===== src/rtl/vip_sched_pkg.sv =====
// rtl/vip_sched_pkg.sv - shared types and defaults for the dual-frame scheduler
package vip_sched_pkg;

  typedef enum logic [1:0] {
    WAIT_CTRL = 2'd0,
    CTRL      = 2'd1,
    RUN       = 2'd2,
    DROP      = 2'd3
  } sched_state_t;

  localparam logic [15:0] DEF_WIDTH  = 16'd640;
  localparam logic [15:0] DEF_HEIGHT = 16'd480;

  typedef struct packed {
    logic [15:0] width;
    logic [15:0] height;
  } dims_t;

  function automatic logic has_zero_dim(dims_t d);
    return (d.width == 16'd0) || (d.height == 16'd0);
  endfunction

endpackage


===== src/rtl/vip_beat_counter.sv =====
// rtl/vip_beat_counter.sv - beat counter against a loaded terminal count
module vip_beat_counter #(
  parameter int CNT_W = 32
) (
  input  logic             clk,
  input  logic             rst,
  input  logic             clr,
  input  logic             inc,
  input  logic [CNT_W-1:0] total,
  output logic             last,
  output logic             done
);

  logic [CNT_W-1:0] cnt;

  always_ff @(posedge clk or posedge rst) begin
    if (rst) begin
      cnt <= '0;
    end else if (clr) begin
      cnt <= '0;
    end else if (inc) begin
      cnt <= cnt + CNT_W'(1);
    end
  end

  assign last = (cnt == total - CNT_W'(1));
  assign done = (cnt >= total);

endmodule


===== src/rtl/vip_dual_frame_scheduler.sv =====
// rtl/vip_dual_frame_scheduler.sv - pairs A/B control packets and sequences encoder send, run and drop
module vip_dual_frame_scheduler #(
  parameter logic [15:0] DEF_WIDTH  = vip_sched_pkg::DEF_WIDTH,
  parameter logic [15:0] DEF_HEIGHT = vip_sched_pkg::DEF_HEIGHT,
  parameter int          CNT_W      = 32,
  parameter int          ERR_W      = 8
) (
  input  logic             clk,
  input  logic             rst,
  input  logic             a_ctrl_valid,
  input  logic [15:0]      a_width,
  input  logic [15:0]      a_height,
  input  logic             a_vid_valid,
  input  logic             b_ctrl_valid,
  input  logic [15:0]      b_width,
  input  logic [15:0]      b_height,
  input  logic             b_vid_valid,
  input  logic             pair_fire,
  input  logic             enc_busy,
  output logic             run_en,
  output logic             drop_a,
  output logic             drop_b,
  output logic             enc_ctrl_send,
  output logic [15:0]      enc_width,
  output logic [15:0]      enc_height,
  output logic             frame_done,
  output logic [ERR_W-1:0] mismatch_cnt
);
  import vip_sched_pkg::*;

  sched_state_t     state, state_d;
  dims_t            pend_a, pend_b, frm_a, frm_b;
  logic             got_a, got_b, sent_valid;
  logic             clear_flags, latch_frame, mm_inc, do_send;
  logic [CNT_W-1:0] total_a, total_b;
  logic             run_last, run_done, run_inc;
  logic             da_last, da_done, da_inc, da_fin;
  logic             db_last, db_done, db_inc, db_fin;

  assign total_a = CNT_W'(frm_a.width) * CNT_W'(frm_a.height);
  assign total_b = CNT_W'(frm_b.width) * CNT_W'(frm_b.height);

  assign run_en     = (state == RUN);
  assign run_inc    = run_en && pair_fire && !run_done;
  assign frame_done = run_inc && run_last;

  assign drop_a = (state == DROP) && !da_done;
  assign drop_b = (state == DROP) && !db_done;
  assign da_inc = drop_a && a_vid_valid;
  assign db_inc = drop_b && b_vid_valid;
  // A side is finished once its final beat is being consumed or already was.
  assign da_fin = da_done || (da_last && da_inc);
  assign db_fin = db_done || (db_last && db_inc);

  vip_beat_counter #(.CNT_W(CNT_W)) u_run_cnt (
    .clk(clk), .rst(rst), .clr(state != RUN), .inc(run_inc),
    .total(total_a), .last(run_last), .done(run_done)
  );

  vip_beat_counter #(.CNT_W(CNT_W)) u_drop_a_cnt (
    .clk(clk), .rst(rst), .clr(state != DROP), .inc(da_inc),
    .total(total_a), .last(da_last), .done(da_done)
  );

  vip_beat_counter #(.CNT_W(CNT_W)) u_drop_b_cnt (
    .clk(clk), .rst(rst), .clr(state != DROP), .inc(db_inc),
    .total(total_b), .last(db_last), .done(db_done)
  );

  always_comb begin
    state_d     = state;
    clear_flags = 1'b0;
    latch_frame = 1'b0;
    mm_inc      = 1'b0;
    do_send     = 1'b0;
    case (state)
      WAIT_CTRL: begin
        if (got_a && got_b) begin
          clear_flags = 1'b1;
          if (!has_zero_dim(pend_a) && !has_zero_dim(pend_b)) begin
            latch_frame = 1'b1;
            if (pend_a == pend_b) begin
              state_d = CTRL;
            end else begin
              state_d = DROP;
              mm_inc  = 1'b1;
            end
          end
        end
      end
      CTRL: begin
        if (sent_valid && frm_a.width == enc_width && frm_a.height == enc_height) begin
          state_d = RUN;
        end else if (!enc_busy) begin
          do_send = 1'b1;
          state_d = RUN;
        end
      end
      RUN: begin
        if (frame_done) state_d = WAIT_CTRL;
      end
      DROP: begin
        if (da_fin && db_fin) state_d = WAIT_CTRL;
      end
      default: state_d = WAIT_CTRL;
    endcase
  end

  always_ff @(posedge clk or posedge rst) begin
    if (rst) begin
      state         <= WAIT_CTRL;
      pend_a        <= '0;
      pend_b        <= '0;
      frm_a         <= '0;
      frm_b         <= '0;
      got_a         <= 1'b0;
      got_b         <= 1'b0;
      sent_valid    <= 1'b0;
      enc_ctrl_send <= 1'b0;
      enc_width     <= DEF_WIDTH;
      enc_height    <= DEF_HEIGHT;
      mismatch_cnt  <= '0;
    end else begin
      state         <= state_d;
      enc_ctrl_send <= do_send;
      // A fresh pulse outranks the clear so a packet arriving on the exit cycle is kept.
      if (a_ctrl_valid) begin
        pend_a <= '{width: a_width, height: a_height};
        got_a  <= 1'b1;
      end else if (clear_flags) begin
        got_a <= 1'b0;
      end
      if (b_ctrl_valid) begin
        pend_b <= '{width: b_width, height: b_height};
        got_b  <= 1'b1;
      end else if (clear_flags) begin
        got_b <= 1'b0;
      end
      if (latch_frame) begin
        frm_a <= pend_a;
        frm_b <= pend_b;
      end
      if (do_send) begin
        enc_width  <= frm_a.width;
        enc_height <= frm_a.height;
        sent_valid <= 1'b1;
      end
      if (mm_inc && mismatch_cnt != {ERR_W{1'b1}}) begin
        mismatch_cnt <= mismatch_cnt + ERR_W'(1);
      end
    end
  end

endmodule


===== config.mk =====
export PLATFORM = sky130hd
export DESIGN_NAME = vip_dual_frame_scheduler
export DESIGN_NICKNAME = d
export VERILOG_FILES = /design/src/rtl/vip_sched_pkg.sv /design/src/rtl/vip_beat_counter.sv /design/src/rtl/vip_dual_frame_scheduler.sv
export SDC_FILE = /design/constraint.sdc
export NUM_CORES = 2
export LEC_CHECK = 0
export CAP_MARGIN = 20
export CORE_MARGIN = 4
export CORE_UTILIZATION = 60
export DETAILED_ROUTE_END_ITERATION = 8
export PLACE_DENSITY = 0.83
export REMOVE_ABC_BUFFERS = 1
export SLEW_MARGIN = 20
export SYNTH_ARGS = -nofsm -noshare
export SYNTH_HDL_FRONTEND = slang
export SYNTH_SLANG_ARGS = --single-unit

===== constraint.sdc =====
create_clock -name clk -period 14.39 [get_ports clk]
set_input_delay 2.878 -clock clk [delete_from_list [all_inputs] [get_ports clk]]
set_output_delay 2.878 -clock clk [all_outputs]
set_load 0.05 [all_outputs]

======== After elaboration in Yosys (flattened, before gate mapping) ========
Index checks and enable logic that the tools add are counted.
cells by class
  order comparisons ....................... 3
  multipliers ............................. 2
  mux-type cells .......................... 29
  equal/unequal tests ..................... 17
  add/subtract/negate cells ............... 6
  reductions and logical operators ........ 35
operator list
  kind                                                number
  two-way mux 32 bit                                  6
  == test 32 bit                                      4
  adder 32 x 1 -> 32 bit, second input constant       3
  >= comparator 32 bit                                3
  zero test 16 bit                                    4
  multiplier 16 x 16 -> 32 bit                        2
  subtractor 32 x 1 -> 32 bit, second input constant  2
  == test 16 bit                                      2
  logical AND 1 bit                                   15
  two-way mux 1 bit                                   15
  two-way mux 2 bit                                   7
  nonzero test 2 bit                                  5
  adder 8 x 1 -> 8 bit, second input constant         1
  != test 2 bit, second input constant                4
  != test 8 bit, second input constant                1
  one-hot mux 2 bit (4 select lines)                  1
  zero test 1 bit                                     5
  AND reduction 5 bit                                 1
  == test 2 bit, second input constant                2
  logical OR 1 bit                                    4
  != test 2 x 1 -> 1 bit, second input constant       2
  != test 3 bit, second input constant                1
  == test 2 x 1 -> 1 bit, second input constant       1
  zero test 2 bit                                     1
word-level totals
  input port bits ......................... 72
  output and inout port bits .............. 45
  register bits after elaboration ......... 270

======== Logic depth before layout (Yosys ltp) ========
  depth in word-level cells ............... 10
  gate-level depth with buffers ........... 39
  gate-level depth less buffers ........... 36

======== Hierarchy ========
A second synthesis with hierarchy kept.
unflattened totals
  cell total of the unflattened synthesis .. 3,815
  area total of the unflattened synthesis .. 34,914.7 µm²
modules (own cells, without submodules)
  module                               cells an instance  times used  area an instance (µm²)
  vip_dual_frame_scheduler             2,550              1           24,694.9
  vip_beat_counter (u_drop_b_cnt ...)  419                2           3,422.0
  vip_beat_counter (u_drop_a_cnt)      427                1           3,375.7

======== Worst setup path before layout ========
Ideal clock, no wire load.
  path kind ............................... register to output
  from .................................... reg frm_a[7] (netlist name)
  to ...................................... out frame_done
  path slack .............................. 2,525 ps
  path buffers ............................ 4
  data arrival time ....................... 8,987 ps
  cell stages (with the launch flop) ...... 34
  required time ........................... 11,512 ps
  path through ............................ dfrtp_1 > clkbuf_1 > buf_1 > nand2_1 > fa_1 > inv_1 > fa_1 > inv_1 > fa_1 > inv_1 > fa_1 > fa_1 > inv_1 > fa_1 > inv_1 > ha_1 > clkbuf_1 > nand4_1 > a211o_1 > a21oi_1 > o2111a_1 > o311ai_0 > a221oi_1 > inv_1 > ha_1 > a221oi_1 > o211ai_1 > a22o_1 > clkbuf_1 > nand4b_1 > or4_1 > nor4_2 > nand4_1 > nor2_1
between the ends
  longest elaborated chain between the ends .. 5
  elaborated cells on any way between the ends .. 7
  those cells by class .................... add/sub: 1; mul: 1; order compare: 1; eq/ne: 1; reduce/logical: 3
ends and longest elaborated chain
  what                                                                 RTL line                         text
  start: declaration                                                   vip_dual_frame_scheduler.sv:32   dims_t pend_a, pend_b, frm_a, frm_b;
  start signal: assignment                                             vip_dual_frame_scheduler.sv:140  frm_a <= pend_a;
  multiplier 16 x 16 -> 32 bit (*)                                     vip_dual_frame_scheduler.sv:40   assign total_a = CNT_W'(frm_a.width) * CNT_W'(frm_a.height);
  branches (longest 3 deep; another with subtractor 32 x 1 -> 32 bit)  n/a
  logical AND 1 bit (*)                                                vip_dual_frame_scheduler.sv:45   assign frame_done = run_inc && run_last;
  end: declaration                                                     vip_dual_frame_scheduler.sv:26   output logic frame_done,
Every way passes the cells marked *.

======== Final worst setup path ========
  from .................................... reg frm_a[23] (netlist name)
  to ...................................... out frame_done
Same word-level chain as after synthesis.

==> impl_metrics.env <==
export IMPL_synth_edf_count=0
export IMPL_wl_mm=93.8
export IMPL_syn_area_per_cell_sq_um=9.04
export IMPL_worstSetupPathType="reg2out"
export IMPL_num_rows=88
export IMPL_die_w_microns=252
export IMPL_antenna_cells=0
export IMPL_io_pins=117
export IMPL_core_area_sq_um=58200
export IMPL_cts_resized=0
export IMPL_grt_pass1_wl_mm=153
export IMPL_crit_arrival_ns=11.07
export IMPL_grt_pass1_vias=29162
export IMPL_hold_viol=0
export IMPL_wl_per_cell_microns=19.9
export IMPL_postCtsSetupBuffers=0
export IMPL_ff2ff_path_depth=34
export IMPL_r2r_slack_ns=3.21
export IMPL_layout_drive_gt1_share_pct=7.27
export IMPL_cts_buffer_depth=3
export IMPL_yosysUniqueCellTypes=99
export IMPL_ys_flop_type="dfrtp_1"
export IMPL_cts_sinks=270
export IMPL_io_buffers=116
export IMPL_relSlewSlack_pct=24.5
export IMPL_ys_seq_area_share_pct=19.0
export IMPL_r2r_start="frm_a[23]$_DFFE_PP0P_"
export IMPL_syn_area_sq_um=35600
export IMPL_hpwl_mm=71.4
export IMPL_clk_latency_ns=0.57
export IMPL_syn2layout_area_growth_pct=7.71
export IMPL_grt_usage_pct=29.6
export IMPL_hold_depth=1
export IMPL_ys_async_sr_fraction_pct=100
export IMPL_synthCells=3934
export IMPL_finalCritPeriodShare_pct=96.9
export IMPL_cts_buffers=34
export IMPL_cpMaxStageDelayCell="dfrtp_1"
export IMPL_tightest_slew_ns=1.12
export IMPL_ys_warn_count=0
export IMPL_drc=0
export IMPL_firstDrtPassIters=6
export IMPL_status="finished clean"
export IMPL_grt_max_degree=165
export IMPL_required_ns=11.51
export IMPL_antenna_found_initial=1
export IMPL_startpoint_type="flip-flop"
export IMPL_rsz0062_at_grt="no"
export IMPL_gp_congestion=0.944
export IMPL_gr_total_overflow=0
export IMPL_drt_vias_per_instance=6.10
export IMPL_ant_nets=0
export IMPL_r2r_end="state[1]$_DFFE_PP0P_"
export IMPL_ctsHtreeMaxLevel=2
export IMPL_die_y_microns=252
export IMPL_hold_buffers=0
export IMPL_clk_pin_slew_ns=0.06
export IMPL_slowest_delay_ns=0.89
export IMPL_clockRootBuffer="clkbuf_16"
export IMPL_cts_tree="built"
export IMPL_nFillCells=4459
export IMPL_ys_ff_latch=270
export IMPL_dieArea_sq_um=63300
export IMPL_cp_end_kind="primary output"
export IMPL_hold_end="mismatch_cnt[4]$_DFFE_PP0P_"
export IMPL_critPathMaxFanout=19
export IMPL_fmax_ghz=0.0717
export IMPL_cap_violations=0
export IMPL_num_nets_final=4691
export IMPL_setup_tns_final_ns=0
export IMPL_slew_viol_final=0
export IMPL_skew_ns=0.0371
export IMPL_num_vias=28727
export IMPL_drt_iter0_drc=2416
export IMPL_min_from="mismatch_cnt[4]$_DFFE_PP0P_"
export IMPL_min_period_ns=13.95
export IMPL_hold_class="reg2reg"
export IMPL_start_util_pct=61.1
export IMPL_setup_violations=0
## flip-flops by register name, indices dropped and copies added (netlist names)
| register | count |
|---|---|
| got_a | 1 |
| state | 2 |
| u_drop_b_cnt.cnt | 32 |
| frm_a | 32 |
| enc_ctrl_send | 1 |
| sent_valid | 1 |
| frm_b | 32 |
| u_drop_a_cnt.cnt | 32 |
| pend_b | 32 |
| u_run_cnt.cnt | 32 |
| got_b | 1 |
| enc_width | 16 |
| enc_height | 16 |
| mismatch_cnt | 8 |
| pend_a | 32 |
## cells in the mapped netlist (all sizes together), types with 12 or more instances
cell     instances  area, sq um
nand4           61          382
mux2           164         1850
o31ai           12         95.1
a211oi          24          190
a31oi           17          113
a21o            46          345
o2111ai         12          111
nor4            55          363
nand2b          24          150
or2             16          100
o21ai          106          531
o21a            12         90.1
clkbuf         167          627
and4            16          140
and2           249         1560
or3             27          174
inv            539         2020
nor2           191          722
a21oi          118          594
and3            43          269
xor2           116         1020
nor3            50          260
nand2          451         1690
fa             388         7770
o211ai          25          193
dfrtp          264         6610
xnor2          156         1370
nand3           70          350
ha             310         3880
## cells by family after synthesis
group,count (synthesis),synth area share (%)
simple gates,1304,18.5
fa+ha+maj,698,32.7
xor+xnor,283,7.40
flops,270,19.0
mux,174,5.47
compound gates,487,9.31
buf+inv,718,7.61
## metrics by stage
stage | setup WS (ns) | cells | utilization (%) | instance area [sq um] | hold WS (ns)
after CTS | 0.563 | 4712 | 65.8 | 38300 | 0.504
after floorplan | 2.56 | 3756 | - | 34900 | 0.439
final | 0.442 | 4712 | 65.8 | 38300 | 0.500
after global routing | 0.0157 | 4712 | 65.8 | 38300 | 0.534
after global placement | 1.37 | 4650 | 63.8 | 37100 | 0.482
after detailed placement | 1.21 | 4650 | 63.8 | 37100 | 0.491
## cell type report
cell class | count | area, sq um | area share, %
Clock buffer | 45 | 932 | 2.43
Inverter | 540 | 2030 | 5.31
Sequential cell | 270 | 6760 | 17.7
Timing Repair Buffer | 129 | 1270 | 3.32
Multi-Input combinational cell | 2946 | 26100 | 68.2
Clock inverter | 17 | 244 | 0.637
Tap cell | 765 | 957 | 2.50
## worst max-delay path: cells and delay by family, from the launching register on
family          cells  cell delay, ns
flops               1            0.89
compound gates      8            2.64
simple gates        7            1.86
buf+inv             7            1.37
fa+ha+maj           8            3.75
## cells in the final DEF (no fill, tap or decap), types with 26 or more instances in the layout
master / Yosys / layout
mux2_2: 164 / 164
clkbuf_16: 0 / 34
nand2_1: 451 / 450
dfrtp_1: 264 / 264
or3_1: 26 / 26
nor2_1: 189 / 188
inv_1: 538 / 537
nor3_1: 48 / 47
a21o_1: 46 / 46
fa_1: 388 / 388
xnor2_1: 156 / 156
nand3_1: 70 / 70
nand4_1: 61 / 61
xor2_1: 116 / 116
and3_1: 43 / 43
o21ai_0: 104 / 104
and2_1: 248 / 248
clkdlybuf4s50_1: 0 / 116
a21oi_1: 117 / 117
ha_1: 310 / 310
nor4_1: 52 / 52
## per-layer routing
layer | GRT usage (%) | vias to the layer above | wire length, microns
li1 | - | 12970 | -
met1 | 41.6 | 14009 | 39300
met2 | 46.3 | 1457 | 42000
met3 | 5.32 | 289 | 8690
met4 | 11.0 | 2 | 3910
met5 | 0 | - | 10
## worst max path at each step
stage                       endpoint  cells after the start  slack, ns                  start
after floorplan           frame_done                     32       2.56   frm_a[7]$_DFFE_PP0P_
after global placement    frame_done                     30       1.37   frm_a[7]$_DFFE_PP0P_
after detailed placement  frame_done                     30       1.21   frm_a[7]$_DFFE_PP0P_
after CTS                 frame_done                     30       0.56   frm_a[7]$_DFFE_PP0P_
after global routing      frame_done                     30       0.02   frm_a[7]$_DFFE_PP0P_
final                     frame_done                     30       0.44  frm_a[23]$_DFFE_PP0P_
Power is left out: the tool's default activity adds up to more than one toggle a clock period on the data nets, which glitch-free logic cannot reach.
